## src/rtl/core_run_ctrl.sv

```systemverilog
// Run-control for the MIPS datapath clock enable: N-cycle runs, single steps and
// free runs that stop on a halt command, a core halt request or a PC breakpoint.
module core_run_ctrl #(
  parameter int CNT_W = 16,
  parameter int PC_W  = 32,
  parameter int CYC_W = 32
) (
  input  logic             clock,
  input  logic             reset_n,
  input  logic             cmd_valid,
  output logic             cmd_ready,
  input  logic [1:0]       cmd_op,
  input  logic [CNT_W-1:0] cmd_count,
  input  logic             halt_req,
  input  logic [PC_W-1:0]  core_pc,
  input  logic             bp_en,
  input  logic [PC_W-1:0]  bp_addr,
  output logic             core_en,
  output logic             busy,
  output logic             done,
  output logic [2:0]       stop_cause,
  output logic             cmd_err,
  output logic [CYC_W-1:0] run_cycles,
  output logic [CYC_W-1:0] total_cycles
);

  typedef enum logic [1:0] {
    ST_IDLE = 2'd0,
    ST_RUN  = 2'd1,
    ST_DONE = 2'd2
  } state_t;

  localparam logic [1:0] OP_RUN_N = 2'd0;
  localparam logic [1:0] OP_STEP  = 2'd1;
  localparam logic [1:0] OP_FREE  = 2'd2;
  localparam logic [1:0] OP_HALT  = 2'd3;

  localparam logic [2:0] CAUSE_COUNT    = 3'd0;
  localparam logic [2:0] CAUSE_HALT_CMD = 3'd1;
  localparam logic [2:0] CAUSE_HALT_REQ = 3'd2;
  localparam logic [2:0] CAUSE_BP       = 3'd3;
  localparam logic [2:0] CAUSE_ZERO     = 3'd4;

  localparam logic [CYC_W-1:0] CYC_MAX = {CYC_W{1'b1}};

  state_t           state_r;
  logic [CNT_W-1:0] remaining_r;
  logic             first_r;
  logic             bounded_r;

  logic             accept_s;
  logic             halt_cmd_s;
  logic             bp_hit_s;
  logic             count_end_s;
  logic             stop_s;
  logic [2:0]       cause_s;

  assign cmd_ready = (state_r == ST_IDLE) | (state_r == ST_RUN);
  assign busy      = (state_r == ST_RUN);
  assign core_en   = busy & ~stop_s;

  // Stop detection; the first-cycle mask lets a run resume from the breakpoint PC.
  always_comb begin
    accept_s    = cmd_valid & cmd_ready;
    halt_cmd_s  = accept_s & (cmd_op == OP_HALT);
    bp_hit_s    = bp_en & (core_pc == bp_addr) & ~first_r;
    count_end_s = bounded_r & (remaining_r == {CNT_W{1'b0}});
    stop_s      = busy & (halt_cmd_s | halt_req | bp_hit_s | count_end_s);
    if (halt_cmd_s) begin
      cause_s = CAUSE_HALT_CMD;
    end else if (halt_req) begin
      cause_s = CAUSE_HALT_REQ;
    end else if (bp_hit_s) begin
      cause_s = CAUSE_BP;
    end else begin
      cause_s = CAUSE_COUNT;
    end
  end

  // Run-control state machine, pulses and saturating cycle counters.
  always_ff @(posedge clock or negedge reset_n) begin
    if (!reset_n) begin
      state_r      <= ST_IDLE;
      remaining_r  <= {CNT_W{1'b0}};
      first_r      <= 1'b0;
      bounded_r    <= 1'b0;
      done         <= 1'b0;
      cmd_err      <= 1'b0;
      stop_cause   <= 3'd0;
      run_cycles   <= {CYC_W{1'b0}};
      total_cycles <= {CYC_W{1'b0}};
    end else begin
      done    <= 1'b0;
      cmd_err <= 1'b0;
      if (core_en) begin
        remaining_r <= remaining_r - CNT_W'(1);
        first_r     <= 1'b0;
        if (run_cycles != CYC_MAX) run_cycles <= run_cycles + CYC_W'(1);
        if (total_cycles != CYC_MAX) total_cycles <= total_cycles + CYC_W'(1);
      end
      case (state_r)
        ST_IDLE: begin
          if (accept_s) begin
            case (cmd_op)
              OP_RUN_N, OP_STEP: begin
                run_cycles  <= {CYC_W{1'b0}};
                first_r     <= 1'b1;
                bounded_r   <= 1'b1;
                remaining_r <= (cmd_op == OP_STEP) ? CNT_W'(1) : cmd_count;
                if ((cmd_op == OP_RUN_N) && (cmd_count == {CNT_W{1'b0}})) begin
                  state_r    <= ST_DONE;
                  done       <= 1'b1;
                  stop_cause <= CAUSE_ZERO;
                end else begin
                  state_r <= ST_RUN;
                end
              end
              OP_FREE: begin
                run_cycles <= {CYC_W{1'b0}};
                first_r    <= 1'b1;
                bounded_r  <= 1'b0;
                state_r    <= ST_RUN;
              end
              default: ;
            endcase
          end
        end
        ST_RUN: begin
          if (accept_s && !halt_cmd_s) cmd_err <= 1'b1;
          if (stop_s) begin
            state_r    <= ST_DONE;
            done       <= 1'b1;
            stop_cause <= cause_s;
          end
        end
        ST_DONE: state_r <= ST_IDLE;
        default: state_r <= ST_IDLE;
      endcase
    end
  end

endmodule

```

## config.mk

```make
export PLATFORM = sky130hd
export DESIGN_NAME = core_run_ctrl
export DESIGN_NICKNAME = d
export VERILOG_FILES = /design/src/rtl/core_run_ctrl.sv
export SDC_FILE = /design/constraint.sdc
export NUM_CORES = 1
export LEC_CHECK = 0
export CORE_ASPECT_RATIO = 1.4
export CORE_MARGIN = 2
export CORE_UTILIZATION = 52
export CTS_BUF_LIST = sky130_fd_sc_hd__clkbuf_2 sky130_fd_sc_hd__clkbuf_4 sky130_fd_sc_hd__clkbuf_8
export CTS_CLUSTER_DIAMETER = 120
export DETAILED_ROUTE_END_ITERATION = 12
export PLACE_DENSITY_LB_ADDON = 0.2
export SLEW_MARGIN = 20
export SYNTH_ARGS = -nofsm -noshare
export SYNTH_HDL_FRONTEND = slang
export SYNTH_SLANG_ARGS = --single-unit
```

## constraint.sdc

```tcl
create_clock -name clock -period 4.9 [get_ports clock]
set_input_delay 0.98 -clock clock [delete_from_list [all_inputs] [get_ports clock]]
set_output_delay 0.98 -clock clock [all_outputs]
set_load 0.01 [all_outputs]
```

Word-level counts from Yosys, hierarchy flattened
Index checks and enable logic that the tools add are counted.
{"block": "word_totals", "register_bits": 89, "input_bits": 87}
{"block": "op_classes", "add_sub_neg": 3, "eq_ne": 12, "mux": 35, "n_bitwise": 13, "reduce_logical": 15}
{"op": "32-bit 2-to-1 mux", "n": 5}
{"op": "16-bit 2-to-1 mux", "n": 5}
{"op": "32-bit by 1-bit adder with 32-bit output, second input constant", "n": 2}
{"op": "32-bit != test, second input constant", "n": 2}
{"op": "32-bit equality test", "n": 1}
{"op": "16-bit zero test", "n": 2}
{"op": "16-bit by 1-bit subtractor with 16-bit output, second input constant", "n": 1}
{"op": "3-bit 2-to-1 mux", "n": 5}
{"op": "1-bit 2-to-1 mux", "n": 10}
{"op": "2-bit 2-to-1 mux", "n": 5}
{"op": "2-bit case mux with 2 select lines", "n": 2}
{"op": "1-bit bitwise AND", "n": 7}
{"op": "2-bit by 1-bit != test with 1-bit output, second input constant", "n": 3}
{"op": "3-bit case mux with 2 select lines", "n": 1}
{"op": "3-bit AND reduction", "n": 2}
{"op": "5-bit AND reduction", "n": 1}
{"op": "2-bit by 1-bit equality test with 1-bit output, second input constant", "n": 2}
{"op": "2-bit equality test, second input constant", "n": 2}
{"op": "2-bit zero test", "n": 2}
{"op": "1-bit bitwise OR", "n": 4}
{"op": "1-bit case mux with 2 select lines", "n": 2}
{"op": "2-bit nonzero test", "n": 2}
{"op": "3-bit by 1-bit != test with 1-bit output, second input constant", "n": 1}
{"op": "3-bit OR reduction", "n": 1}
{"op": "other kinds (6)", "n": 8}

Longest topological paths before layout
Gate-level depths: netlist of run 1.
{"block": "depth", "depth_word": 14, "depth_mapped": 11, "ltp_nobuf": 9}

Worst setup path after synthesis of run 1
Ideal clock, no wire load.
{"block": "synth_path", "path_kind": "input port to output port", "from": "in bp_addr[28]", "to": "out core_en", "arrival_ns": 2.249, "slack_ns": 1.671, "cell_stages": 7, "path_cell_list": "xor2_1 nor4_1 nand4b_1 nor4_1 or2_1 buf_4 inv_2"}
{"block": "synth_via", "elab_chain_len": 8}
{"element": "start: declaration", "line": "17", "text": "input logic [PC_W-1:0] bp_addr,"}
{"element": "32-bit equality test", "line": "66", "text": "bp_hit_s = bp_en & (core_pc == bp_addr) & ~first_r;"}
{"element": "1-bit bitwise AND (2 in a row)", "line": "66"}
{"element": "1-bit bitwise OR (2 in a row)", "line": "68", "text": "stop_s = busy & (halt_cmd_s | halt_req | bp_hit_s | count_end_s);"}
{"element": "1-bit bitwise AND", "line": "68"}
{"element": "1-bit NOT", "line": "60", "text": "assign core_en = busy & ~stop_s;"}
{"element": "1-bit bitwise AND", "line": "60"}
{"element": "end: declaration", "line": "18", "text": "output logic core_en,"}
No other way between the ends.

Final worst setup path of run 1
{"block": "layout_path", "from": "in bp_addr[9]", "to": "out core_en"}
Same word-level chain as after synthesis.

==> results of run 1 <==
==> synth_stat cells (5+ instances only) <==
| cell | count |
|---|---|
| xnor2_1 | 48 |
| and4_1 | 8 |
| dfrtp_1 | 89 |
| clkbuf_1 | 13 |
| xor2_1 | 34 |
| nand3_1 | 36 |
| buf_2 | 5 |
| and3_1 | 21 |
| nor3_1 | 28 |
| inv_1 | 11 |
| o21ai_0 | 19 |
| or3_1 | 11 |
| nor4_1 | 20 |
| nor2_1 | 30 |
| nand4_1 | 20 |
| mux2i_1 | 6 |
| a311o_1 | 5 |
| a21oi_1 | 18 |
| or4_1 | 8 |
| nand2_1 | 53 |
==> area by class of cell <==
type	instances	area, sq um	area share (%)
Clock buffer	10	137.6	1.983
Clock inverter	5	103.9	1.496
Inverter	12	45.04	0.6490
Multi-Input combinational cell	414	2654	38.24
Sequential cell	89	2227	32.09
Tap cell	110	137.6	1.983
Timing Repair Buffer	165	1635	23.56
==> state kept, by name, summed over array words and instances (netlist names) <==
signal        count
bounded_r         1
cmd_err           1
done              1
first_r           1
remaining_r      16
run_cycles       32
state_r           2
stop_cause        3
total_cycles     32
==> how the worst max path moves through the flow <==
| stage | startpoint | endpoint | cells after the start |
|---|---|---|---|
| 4_1_cts | bp_addr[9] | core_en | 8 |
| 3_5_place_dp | bp_addr[9] | core_en | 8 |
| 5_1_grt | bp_addr[9] | core_en | 8 |
| 2_1_floorplan | bp_addr[28] | core_en | 7 |
| 6_report | bp_addr[9] | core_en | 8 |
| 3_3_place_gp | bp_addr[28] | core_en | 8 |
==> placed cells by master (no fill, tap or decap), drive strengths merged, types with 3 or more instances in the layout <==
cell type,count
dfrtp,89
nor2,30
nand3b,3
xnor2,48
nor3b,3
and4,8
a311o,5
a21oi,18
nor3,28
nand2b,4
buf,8
mux2i,6
or3,12
clkbuf,10
and2,4
nand3,36
xor2,34
and3,21
nand2,53
inv,12
o31ai,4
a31oi,4
clkdlybuf4s50,157
bufinv,3
o21ai,20
or4,9
nor4,21
ha,3
nand4,20
==> cells by family after synthesis <==
kind of cell	Yosys count
buffers and inverters	35
AOI/OAI and AO/OA	62
adders and majority gates	3
muxes	8
DFF	89
and+or+nand+nor	259
xor gates and xnor gates	82
==> power by group <==
part / total, uW / switching (uW) / leakage [uW] / internal, uW
sequential: 922 / 94.6 / 0.00119 / 827
clock: 607 / 257 / 0.000122 / 350
combinational: 501 / 232 / 0.00152 / 269
total: 2030 / 584 / 0.00283 / 1450
==> stage by stage <==
stage               hold WS (ps)  total power (uW)
global placement           460.9              1408
floorplan                  438.1              1187
CTS                        481.2              2041
detailed placement         462.5              1433
global route               505.3              2136
finish                     474.1              2030
==> per-layer routing <==
layer / part of all wire (%) / wire length, um / global-route usage [%]
met1: 42 / 5722 / 33.54
met2: 49 / 6754 / 43.42
met3: 7.3 / 1004 / 6.280
met4: 1.8 / 246 / 8.398
met5: 0 / 0 / 0
==> critical path: cells and delay by family <==
family | cells | cell delay [ps]
XOR/XNOR | 1 | 170
AND/OR/NAND/NOR | 4 | 960
buffers and inverters | 3 | 970
==> flow_summary.json, run 1 <==
{
  "place_inst": 790,
  "die_y_um": 120.3,
  "fp.dieW_um": 87.07,
  "hold_path_depth": 2,
  "yosysSeqAreaShare_pct": 44.33,
  "tritoncts": "built",
  "root_buffer": "clkbuf_8",
  "fillers": 707,
  "postCtsHoldBufs": 0,
  "p_leak_uw": 0.002832,
  "slew_viol_final": 0,
  "hp-start": "first_r",
  "post-route-period-util_pct": 82.69,
  "max_freq_mhz": 246.8,
  "fin_area_sq_mm": 0.006940,
  "fin_util_pct": 73.78,
  "yosys.cell_types.count": 51,
  "dr.pass1.iters": 5,
  "hold_viol": 0,
  "cts_buffers": 9,
  "die_area_sq_mm": 0.01047,
  "antennaDiodeCount": 0,
  "grt-ovfl-total": 0,
  "synth_top_family_by_area": "simple AND/OR/NAND/NOR gates",
  "synth_flop_cell": "dfrtp_1",
  "synth_top_area_share_pct": 44.33,
  "final.setup.worst_slack_ps": 848.2,
  "synth_compound_area_share_pct": 7.995,
  "r2r_start": "remaining_r[0]",
  "dp_hpwl_um": 10000,
  "crit_slowest_cell": "clkdlybuf4s50_1",
  "final_nets": 781,
  "worstPathArrival_ps": 3070,
  "grt_pass1_vias": 4639,
  "wl_per_cell_um": 17.05,
  "r2r_cells": 10,
  "wirelength_um": 13730,
  "finalSetupViolations": 0,
  "clockBufferDepth": 2,
  "clock_latency_ps": 360,
  "synth-xor-area-share_pct": 14.30,
  "synthMuxAreaShare_pct": 1.644,
  "rsz0062_at_grt": "no",
  "worst_path_most_repeated_cell": "clkdlybuf4s50_1",
  "place.gp.congestion": 0.7955,
  "crit_path_max_incr_delay_ps": 480,
  "power.density_mw_per_mm2": 292.5,
  "cp-end-kind": "output port",
  "initial_core_util_pct": 53.41,
  "irDropWorstVdd_uv": 236.3,
  "worstPathCellList": "clkdlybuf4s50_1, xor2_1, nor4_1, nand4b_1, nor4_2, or2_1, inv_2, clkdlybuf4s50_1",
  "cts_setup_buffers": 0,
  "worst_pin_slew_ps": 810.6,
  "vias": 4673,
  "period_needed_ps": 4052,
  "whs_endpoint": "first_r",
  "ys_async_sr_fraction_pct": 100.0,
  "drive_above_1_share_pct": 5.324,
  "synth_seq_cells": 89,
  "syn_to_final_growth_pct": 38.16,
  "ctsResizeCount": 0,
  "yosys.area_share.simple_pct": 27.80,
  "max_slew_margin_pct": 45.96,
  "synthCells": 538,
  "synth_largest_area_cell": "dfrtp_1",
  "synth_fa_ha_area_share_pct": 0.7472,
  "clock-sinks": 89,
  "crit-reg2reg-capture": "remaining_r[9]",
  "antenna_found_initial": 0,
  "finalClockSkew_ps": 14.68,
  "synth_edf_count": 0,
  "hold_class": "flip-flop to flip-flop",
  "drc": 0,
  "status": "completed",
  "maxCapViolCount": 0,
  "core_area_sq_mm": 0.009407,
  "clk_pin_slew_ps": 80,
  "ios": 159,
  "cts_htree_levels": 3,
  "start_kind": "input port",
  "yosys-top-cells-area": "dfrtp_1 44%, xnor2_1 8.4%, xor2_1 5.9%, nand2_1 4.0%, nand3_1 3.6%",
  "r2r_slack_ps": 1780,
  "vias_per_cell": 5.805,
  "ys_warn_count": 0,
  "synth_nets": 628,
  "grt_usage_pct": 26.21,
  "rows": 42,
  "portBuffers": 158,
  "critical_path_class": "input port to output port",
  "cp.required_ps": 3920,
  "final_cells": 805,
  "ant_nets": 0,
  "grt_max_degree": 90,
  "synth_area_per_cell_sq_um": 9.337,
  "drtIter0Drc": 228,
  "pre_cts_slack_ps": 820.7,
  "finalSetupTns_ps": 0,
  "grt_pass1_wl_um": 22140,
  "cp_max_fo": 3,
  "synth.cell_area_sq_mm": 0.005024,
  "place_area_sq_mm": 0.006688
}
Power figures use the tool's default switching activity.
==> run 2, diff against run 1 <==
--- a/config.mk
+++ b/config.mk
@@ -7,7 +7,7 @@
 export LEC_CHECK = 0
 export CORE_ASPECT_RATIO = 1.4
 export CORE_MARGIN = 2
-export CORE_UTILIZATION = 52
+export CORE_UTILIZATION = 44
 export CTS_BUF_LIST = sky130_fd_sc_hd__clkbuf_2 sky130_fd_sc_hd__clkbuf_4 sky130_fd_sc_hd__clkbuf_8
 export CTS_CLUSTER_DIAMETER = 120
 export DETAILED_ROUTE_END_ITERATION = 12
==> constraint.sdc (replaced) <==
create_clock -name clock -period 3.5 [get_ports clock]
set_input_delay 0.7 -clock clock [delete_from_list [all_inputs] [get_ports clock]]
set_output_delay 0.7 -clock clock [all_outputs]
set_load 0.01 [all_outputs]
==> run 2 against run 1 <==
Final cell count up 5.1%; routed wire length up 2.5%; critical path depth unchanged; sequential cell count unchanged; count of clock-buffer cells in the layout unchanged; total power up 32%; register-to-register slack worse by 1100 ps; hold slack worse by 110 ps; critical path type unchanged.
==> flow_summary.json, run 2 (synthesized netlist as in run 1, its figures left out) <==
{
  "status": "completed",
  "slew_viol_final": 0,
  "finalSetupTns_ps": 0,
  "grt_pass1_wl_um": 22490,
  "combPwrFrac_pct": 26.6,
  "core_area_sq_mm": 0.01122,
  "clock_latency_ps": 360,
  "clk_pin_slew_ps": 80,
  "root_buffer": "clkbuf_8",
  "rsz0062_at_grt": "no",
  "p_int_uw": 1881,
  "postCtsHoldBufs": 0,
  "drive_above_1_share_pct": 6.695,
  "post-route-period-util_pct": 96.15,
  "crit_slowest_cell": "clkdlybuf4s50_1",
  "final_common_cell": "clkdlybuf4s50_1",
  "final_cell_mix": "156 x clkdlybuf4s50_1, 89 x dfrtp_1, 53 x nand2_1",
  "wl_per_cell_um": 16.63,
  "fp.dieW_um": 94.31,
  "dp_hpwl_um": 10520,
  "start_kind": "input port",
  "vias": 4687,
  "grt_usage_pct": 23.12,
  "maxCapViolCount": 0,
  "reg.largest.list": "run_cycles: 32 flops, total_cycles: 32 flops, remaining_r: 16 flops",
  "swShare_pct": 30.05,
  "drtIter0Drc": 205,
  "grt_pass1_vias": 4649,
  "finalSetupViolations": 0,
  "max_freq_mhz": 297.2,
  "share_seq_of_total_power_pct": 47.9,
  "max_slew_margin_pct": 49.07,
  "p_sw_uw": 808.3,
  "drc": 0,
  "final_nets": 789,
  "place.gp.congestion": 0.8093,
  "wirelength_um": 14070,
  "cts_setup_buffers": 0,
  "dr.pass1.iters": 4,
  "portBuffers": 158,
  "finalClockSkew_ps": 15.79,
  "worstPathArrival_ps": 2670,
  "hold_viol": 0,
  "antenna_found_initial": 0,
  "antennaDiodeCount": 0,
  "clockBufferDepth": 2,
  "final.setup.worst_slack_ps": 134.8,
  "initial_core_util_pct": 44.76,
  "rows": 46,
  "pre_cts_slack_ps": -119.5,
  "crit_path_max_incr_delay_ps": 410,
  "hold-worst-slack_ps": 362.0,
  "cp.required_ps": 2800,
  "hold_class": "input port to async pin",
  "critical_path_class": "input port to output port",
  "cp_max_fo": 2,
  "worst_pin_slew_ps": 763.9,
  "cp-end-kind": "output port",
  "ant_nets": 0,
  "p_leak_uw": 0.002866,
  "tritoncts": "built",
  "ios": 159,
  "fillers": 975,
  "grt-ovfl-total": 0,
  "power.density_mw_per_mm2": 384.4,
  "die_area_sq_mm": 0.01230,
  "power.share.clock_pct": 25.5,
  "grt_max_degree": 55,
  "vias_per_cell": 5.540,
  "cts_htree_levels": 3,
  "power_uw": 2690,
  "period_needed_ps": 3365,
  "cts_buffers": 9,
  "clock-sinks": 89,
  "die_y_um": 130.4,
  "irDropWorstVdd_uv": 277.1,
  "syn_to_final_growth_pct": 39.28,
  "worstPathCellList": "clkdlybuf4s50_1, xor2_1, nor4_1, nand4b_1, nor4_4, or2_1, inv_2, dlygate4sd2_1"
}
run 2: cell count changes in the layout (fill, tap and decap cells not counted), moves of 2 or more:
cell / before / now
buf_4: 7 / 16
bufinv_16: 3 / 1
clkinv_2: 1 / 3
nor4_1: 19 / 17
run 2: power by group through the flow:
| stage | Combinational [uW] | Sequential [uW] | Clock [uW] |
|---|---|---|---|
| after floorplan | 361 | 1300 | 0 |
| after global placement | 699 | 1300 | 0 |
| after detailed placement | 719 | 1310 | 0 |
| after CTS | 726 | 1290 | 704 |
| after global routing | 795 | 1310 | 749 |
| final | 716 | 1290 | 685 |
run 2: layout make-up:
cell class                      instances  area (sq um)  area share [%]
Clock buffer                           10         137.6           1.967
Clock inverter                          4         45.04          0.6438
Inverter                               12         45.04          0.6438
Multi-Input combinational cell        414          2671           38.18
Sequential cell                        89          2227           31.83
Tap cell                              144         180.2           2.575
Timing Repair Buffer                  173          1690           24.16
run 2: worst max-delay path: cells and delay by family:
kind          cells  cell delay [ps]
xor+xnor          1              160
buf+inv           3              750
simple gates      4             1050
run 2: per-layer routing:
layer	global-route usage [%]	part of all wire, %	up-vias
met5	0	0	-
met4	7.758	1.6	0
met3	6.479	8.9	22
met2	40.76	50	159
met1	27.11	39	2255
li1	-	-	2251
run 2: what timing repair did:
action / CTS / global route
gates resized for setup: 5 / 0
pin swaps: 3 / 1
endpoints found under the setup margin: 1 / 1
run 2: path summary, 6_finish.rpt:
kind                                 from              end  slack [ps]  depth (start not counted)
max in group asynchronous         reset_n    stop_cause[0]        2380                          2
hold / removal                    reset_n   run_cycles[11]         360                          1
setup reg to reg           remaining_r[0]  total_cycles[1]         680                          9
setup / recovery              bp_addr[28]          core_en         130                          8
hold reg to reg                   first_r          first_r         470                          2
min in group clock                first_r          first_r         470                          2
run 2: per-stage QoR:
step	instance area (sq um)	utilization (%)	instances
after floorplan	5024	-	538
after global placement	6790	60.50	832
after detailed placement	6790	60.50	832
after CTS	6997	62.34	846
after global routing	6997	62.34	846
final	6997	62.34	846
